## config.mk

```make
export PLATFORM = sky130hd
export DESIGN_NAME = mem_request_queue
export DESIGN_NICKNAME = d
export VERILOG_FILES = /design/src/rtl/mem_request_queue.sv
export SDC_FILE = /design/constraint.sdc
export NUM_CORES = 1
export LEC_CHECK = 0
export ABC_AREA = 1
export CORE_UTILIZATION = 30
export CTS_CLUSTER_SIZE = 30
export DETAILED_ROUTE_END_ITERATION = 8
export GPL_TIMING_DRIVEN = 0
export PLACE_DENSITY = 0.5
export SYNTH_ARGS = -nofsm -noshare
export SYNTH_HDL_FRONTEND = slang
export SYNTH_SLANG_ARGS = --single-unit
```

## constraint.sdc

```tcl
create_clock -name clk -period 4.2 [get_ports clk]
set_input_delay 0.84 -clock clk [delete_from_list [all_inputs] [get_ports clk]]
set_output_delay 0.84 -clock clk [all_outputs]
set_load 0.01 [all_outputs]
```

## src/rtl/mem_request_queue.sv

```systemverilog
// ---------------------------------------------------------------------------
// mem_request_queue
//   Front end for the RAM/ROM memory controller. Requests arrive through a
//   valid/ready handshake, are buffered in a small FIFO, and are issued one
//   at a time to the controller. Each issue waits for ctl_ack or a timeout,
//   and produces exactly one response strobe.
//
// Ports
//   clk, rst            clock, synchronous active-low reset
//   req_*               request side: valid/ready, addr, wdata, chip, len, op
//   rsp_*               response side: one-cycle valid, read data, error flag
//   fifo_level          number of queued (not yet issued) entries
//   ctl_valid/addr/...  request lines held toward the controller
//   ctl_data_oe         enables the inData tristate during a write issue
//   ctl_rdata           read data returned by the controller
//   ctl_ready, ctl_ack  controller status
// ---------------------------------------------------------------------------
module mem_request_queue #(
    parameter int ADDRESS_SIZE = 24,
    parameter int DATA_SIZE    = 16,
    parameter int DEPTH_LOG2   = 2,
    parameter int TIMEOUT      = 255
) (
    input  logic                    clk,
    input  logic                    rst,
    // request side
    input  logic                    req_valid,
    output logic                    req_ready,
    input  logic [ADDRESS_SIZE-1:0] req_addr,
    input  logic [DATA_SIZE-1:0]    req_wdata,
    input  logic                    req_chip,
    input  logic                    req_len,
    input  logic                    req_op,
    // response side
    output logic                    rsp_valid,
    output logic [DATA_SIZE-1:0]    rsp_rdata,
    output logic                    rsp_error,
    output logic [DEPTH_LOG2:0]     fifo_level,
    // controller side
    output logic                    ctl_valid,
    output logic [ADDRESS_SIZE-1:0] ctl_addr,
    output logic [DATA_SIZE-1:0]    ctl_wdata,
    output logic                    ctl_data_oe,
    input  logic [DATA_SIZE-1:0]    ctl_rdata,
    output logic                    ctl_chip,
    output logic                    ctl_len,
    output logic                    ctl_op,
    input  logic                    ctl_ready,
    input  logic                    ctl_ack
);

    localparam int                  DEPTH      = 1 << DEPTH_LOG2;
    localparam logic [DEPTH_LOG2:0] FULL_LEVEL = (DEPTH_LOG2+1)'(DEPTH);
    localparam logic [15:0]         TO_LAST    = 16'(TIMEOUT - 1);

    localparam logic [1:0] S_IDLE     = 2'd0;
    localparam logic [1:0] S_WAIT_ACK = 2'd1;
    localparam logic [1:0] S_RESP     = 2'd2;

    typedef struct packed {
        logic [ADDRESS_SIZE-1:0] addr;
        logic [DATA_SIZE-1:0]    wdata;
        logic                    chip;
        logic                    len;
        logic                    op;
    } req_entry_t;

    req_entry_t            fifo_mem [DEPTH];
    logic [DEPTH_LOG2-1:0] wr_ptr;
    logic [DEPTH_LOG2-1:0] rd_ptr;
    logic [1:0]            state;
    logic [15:0]           to_cnt;
    logic                  push;
    logic                  pop;
    req_entry_t            head;
    logic [DATA_SIZE-1:0]  head_wdata;
    logic [DATA_SIZE-1:0]  cap_rdata;

    // ---------------- FIFO ----------------
    assign req_ready = rst & (fifo_level != FULL_LEVEL);
    assign push      = req_valid & req_ready;
    // level is registered, so an entry is only visible to the pop the
    // cycle after it was pushed.
    assign pop       = (state == S_IDLE) & (fifo_level != '0) & ctl_ready;
    assign head      = fifo_mem[rd_ptr];

    always_ff @(posedge clk) begin
        if (push) begin
            fifo_mem[wr_ptr] <= '{addr:  req_addr,  wdata: req_wdata,
                                   chip:  req_chip,  len:   req_len,
                                   op:    req_op};
        end
    end

    // Pointers wrap naturally because DEPTH is a power of two.
    always_ff @(posedge clk) begin
        if (!rst) begin
            wr_ptr     <= '0;
            rd_ptr     <= '0;
            fifo_level <= '0;
        end else begin
            if (push) wr_ptr <= wr_ptr + 1'b1;
            if (pop)  rd_ptr <= rd_ptr + 1'b1;
            case ({push, pop})
                2'b10:   fifo_level <= fifo_level + 1'b1;
                2'b01:   fifo_level <= fifo_level - 1'b1;
                default: fifo_level <= fifo_level;
            endcase
        end
    end

    // ---------------- byte-lane masking ----------------
    // 8-bit transfers only carry [7:0]; upper bits are forced to zero on
    // both the write path and the captured read data.
    always_comb begin
        head_wdata = head.wdata;
        if (!head.len) head_wdata = {{(DATA_SIZE-8){1'b0}}, head.wdata[7:0]};
        cap_rdata = ctl_rdata;
        if (!ctl_len) cap_rdata = {{(DATA_SIZE-8){1'b0}}, ctl_rdata[7:0]};
        if (ctl_op)   cap_rdata = '0;
    end

    assign ctl_data_oe = ctl_valid & ctl_op;

    // ---------------- issue FSM ----------------
    always_ff @(posedge clk) begin
        if (!rst) begin
            state     <= S_IDLE;
            to_cnt    <= '0;
            ctl_valid <= 1'b0;
            ctl_addr  <= '0;
            ctl_wdata <= '0;
            ctl_chip  <= 1'b0;
            ctl_len   <= 1'b0;
            ctl_op    <= 1'b0;
            rsp_valid <= 1'b0;
            rsp_rdata <= '0;
            rsp_error <= 1'b0;
        end else begin
            case (state)
                S_IDLE: begin
                    // a stall on ctl_ready keeps us here; the timeout
                    // counter only runs once the request is issued
                    if (pop) begin
                        ctl_valid <= 1'b1;
                        ctl_addr  <= head.addr;
                        ctl_wdata <= head_wdata;
                        ctl_chip  <= head.chip;
                        ctl_len   <= head.len;
                        ctl_op    <= head.op;
                        to_cnt    <= '0;
                        state     <= S_WAIT_ACK;
                    end
                end
                S_WAIT_ACK: begin
                    // ack is checked first so it wins over the final
                    // timeout cycle
                    if (ctl_ack) begin
                        rsp_valid <= 1'b1;
                        rsp_rdata <= cap_rdata;
                        rsp_error <= 1'b0;
                        ctl_valid <= 1'b0;
                        state     <= S_RESP;
                    end else if (to_cnt == TO_LAST) begin
                        rsp_valid <= 1'b1;
                        rsp_rdata <= '0;
                        rsp_error <= 1'b1;
                        ctl_valid <= 1'b0;
                        state     <= S_RESP;
                    end else begin
                        to_cnt <= to_cnt + 1'b1;
                    end
                end
                S_RESP: begin
                    // rsp_rdata/rsp_error stay put until the next response
                    rsp_valid <= 1'b0;
                    state     <= S_IDLE;
                end
                default: begin
                    rsp_valid <= 1'b0;
                    ctl_valid <= 1'b0;
                    state     <= S_IDLE;
                end
            endcase
        end
    end

endmodule

```

==> run metrics, run 1 <==
status complete, no violations; Cell Area, Synth 10300 um^2; CP Capture Type primary output; M1 WL 12300 um; crit path launch type input pin; # H-tree levels 1; largest net degree at the start of global routing 25; Die ar. 35100 um^2; Slew @ Worst Pin 0.845 ns; peak supply drop 0.356 mV; final setup fails 0; synth warn 0; Pleak 4.59 nW; IO buf count 130; Seq/Total Area, Yosys 67.4%; DP HPWL 17800 um; final antenna-violating net count 0; Post-Syn Nets 1056; GP Congestion 0.852; CTS clk-pin slew, worst paths 0.06 ns; critical path class in2out; starting density of the core 30.6%; final hold vios 0; Chip Height 187 um; placed cells 1567; required time of the worst setup path 3.36 ns; post-synth top area share 50.1%; DRC violations left 0; fin crit share 72.6%; row count 67; vias in the first global route 7318; post-cts resize count 0; Root Buffer clkbuf_16; worst hold path type reg2reg; CTS Buffer Depth 3; number of synthesized flops with an enable pin 172; HP Start ctl_wdata[13]; total CTS buffers 29; Top FF cell, synth edfxtp_1; synth unique cells 35; RSZ-0062 raised after global routing no; CTS tree built; core area 33700 um^2; Finished Layout Cells 1621; area grow syn2layout 28.6%; Max Transition Viols Final 0; # Post-CTS Setup Buffers 0; Worst Setup SP rst; initial antenna violation count 2; die width 187 um; Design Power 7.15 mW; grt total ovfl 0; RR Startpoint state[0]; top sig layer met5; largest area contributor in the netlist edfxtp_1; Max Clk Rate 328 MHz; Worst Path Arrival 2.21 ns; #FFs+latches synth 261; fin nets 1222; CTS Sinks 261; share of layout cells above drive strength 1 9.38%; fraction of registers with async set/reset 0%; skew final 0.0199 ns; CP Max Fanout 4; final wirelength 27000 um; routed wl met2 12700 um; Worst-Skew Late Latency 0.56 ns; crit path time final 3.05 ns; drt first pass iters 5; post-DR wirelength/cell 16.7 um; Vias/cell 4.63; ranking of synthesized cells by area edfxtp_1 50%, dfxtp_1 17%, nor2_1 8.6%, o21ai_0 7.8%, nand2_1 3.4%; Rel. slew slack 43.5%; pre-CTS setup slack 0.703 ns; Post-Syn Area per Cell 10.5 um^2; GRT Util Overall 15.2%; Max-Cap Viols 0; Syn Inst Count 984; Ports 131; wire length on met3 1430 um; global-route wire length before repair 41600 um; Diodes inserted 0; P per Cell Area 539 nW/um^2; # fillers 3350; worst setup margin 1.15 ns; vias 7500; cts hold-fix bufs 0; DRT iter0 DRCs 404
==> cells by family after synthesis <==
logic type / Yosys count / share of synthesized area, %
buf+inv: 93 / 4.10
compound gates: 224 / 11.2
xor+xnor: 4 / 0.340
simple gates: 394 / 15.9
fa+ha+maj: 8 / 1.04
flops: 261 / 67.4
==> routing by layer <==
layer,GRT usage (%),vias to the layer above
met4,3.75,4
met3,2.95,40
met1,19.8,3577
li1,-,3695
met5,0,-
met2,25.8,184
==> critical path, cell delays in order <==
cell             delay, ns
clkdlybuf4s50_1       0.49
inv_1                 0.11
a31oi_1               0.20
clkdlybuf4s50_1       0.57
==> per-stage QoR <==
step           util (%)  TNS (ns)  cell area [um^2]  hold slack (ns)
3_3_place_gp       36.1   -288.12             12200            0.449
5_1_grt            39.4         0             13300            0.491
6_report           39.4         0             13300            0.464
3_5_place_dp       36.5         0             12300            0.459
4_1_cts            39.4         0             13300            0.469
2_1_floorplan         -         0             10300            0.436
==> report_power, final <==
group | switching [mW] | total (mW) | internal, mW
registers | 0.105 | 3.06 | 2.95
logic | 0.973 | 1.59 | 0.614
clock network | 1.02 | 2.50 | 1.48
==> Yosys cell counts (5+ instances only) <==
| cell | count |
|---|---|
| a21oi_1 | 39 |
| a21oi_2 | 5 |
| buf_2 | 18 |
| buf_4 | 6 |
| clkbuf_1 | 23 |
| dfxtp_1 | 89 |
| edfxtp_1 | 172 |
| ha_1 | 7 |
| inv_1 | 34 |
| inv_2 | 7 |
| nand2_1 | 94 |
| nand2_2 | 8 |
| nand3_1 | 40 |
| nor2_1 | 235 |
| o21ai_0 | 161 |
| o21ai_1 | 14 |
==> cell usage in the layout, fill, tap and decap left out, drive strengths merged <==
| cell | Yosys | final |
|---|---|---|
| nor3b | 1 | 1 |
| a21oi | 44 | 44 |
| clkinv | 1 | 4 |
| bufinv | 0 | 1 |
| ha | 7 | 7 |
| xor2 | 3 | 3 |
| fa | 1 | 1 |
| o21bai | 2 | 2 |
| a31oi | 1 | 1 |
| clkbuf | 23 | 72 |
| edfxtp | 172 | 172 |
| dfxtp | 89 | 89 |
| nor2 | 241 | 241 |
| buf | 27 | 32 |
| o21ai | 176 | 176 |
| inv | 42 | 43 |
| nand3 | 42 | 42 |
| a211oi | 1 | 1 |
| clkdlybuf4s50 | 0 | 130 |
| nand4 | 2 | 2 |
| nand3b | 4 | 4 |
| xnor2 | 1 | 1 |
| nand2 | 104 | 104 |
==> sequential cells by signal, indices dropped and copies added (netlist names), named ones only <==
name and flops:
ctl_valid 1, ctl_addr 24, rsp_rdata 16, ctl_wdata 16, ctl_op 1, rd_ptr 2
wr_ptr 2, to_cnt 16, fifo_mem 172, state 2, ctl_len 1, fifo_level 3
ctl_chip 1, rsp_error 1, rsp_valid 1
==> final timing paths <==
check	to	slack, ns	cells after the start
max	req_ready	1.15	4
min reg2reg	ctl_wdata[13]	0.46	2
max reg2reg	fifo_level[2]	1.57	13
min	ctl_wdata[13]	0.46	2
==> layout make-up <==
cell class                      count  area, um^2  share of cell area [%]
Multi-Input combinational cell    630        2970                    22.4
Timing Repair Buffer              135        1410                    10.6
Inverter                           43         164                    1.24
Tap cell                          448         561                    4.23
Sequential cell                   261        6950                    52.4
Clock buffer                       49         881                    6.64
Buffer                             50         259                    1.95
Clock inverter                      5        67.6                   0.509
Power figures use the tool's default switching activity.
==> inputs of run 2 (changes only) <==
clock period = 3.05 ns   (was 4.2 ns; I/O delays follow)
==> results of run 2 <==
Same layout as run 1 (identical final DEF). Status: complete, no violations.
Among the figures that moved: setup slack after placement 0.703 ns -> -0.217 ns; setup slack after layout 1.15 ns -> 0.417 ns; start point of the critical path rst -> state[0]; end point of the critical path req_ready -> fifo_level[2]; register-to-register setup slack 1.57 ns -> 0.42 ns; total power 7.15 mW -> 9.84 mW; worst IR drop on VDD 0.356 mV -> 0.490 mV
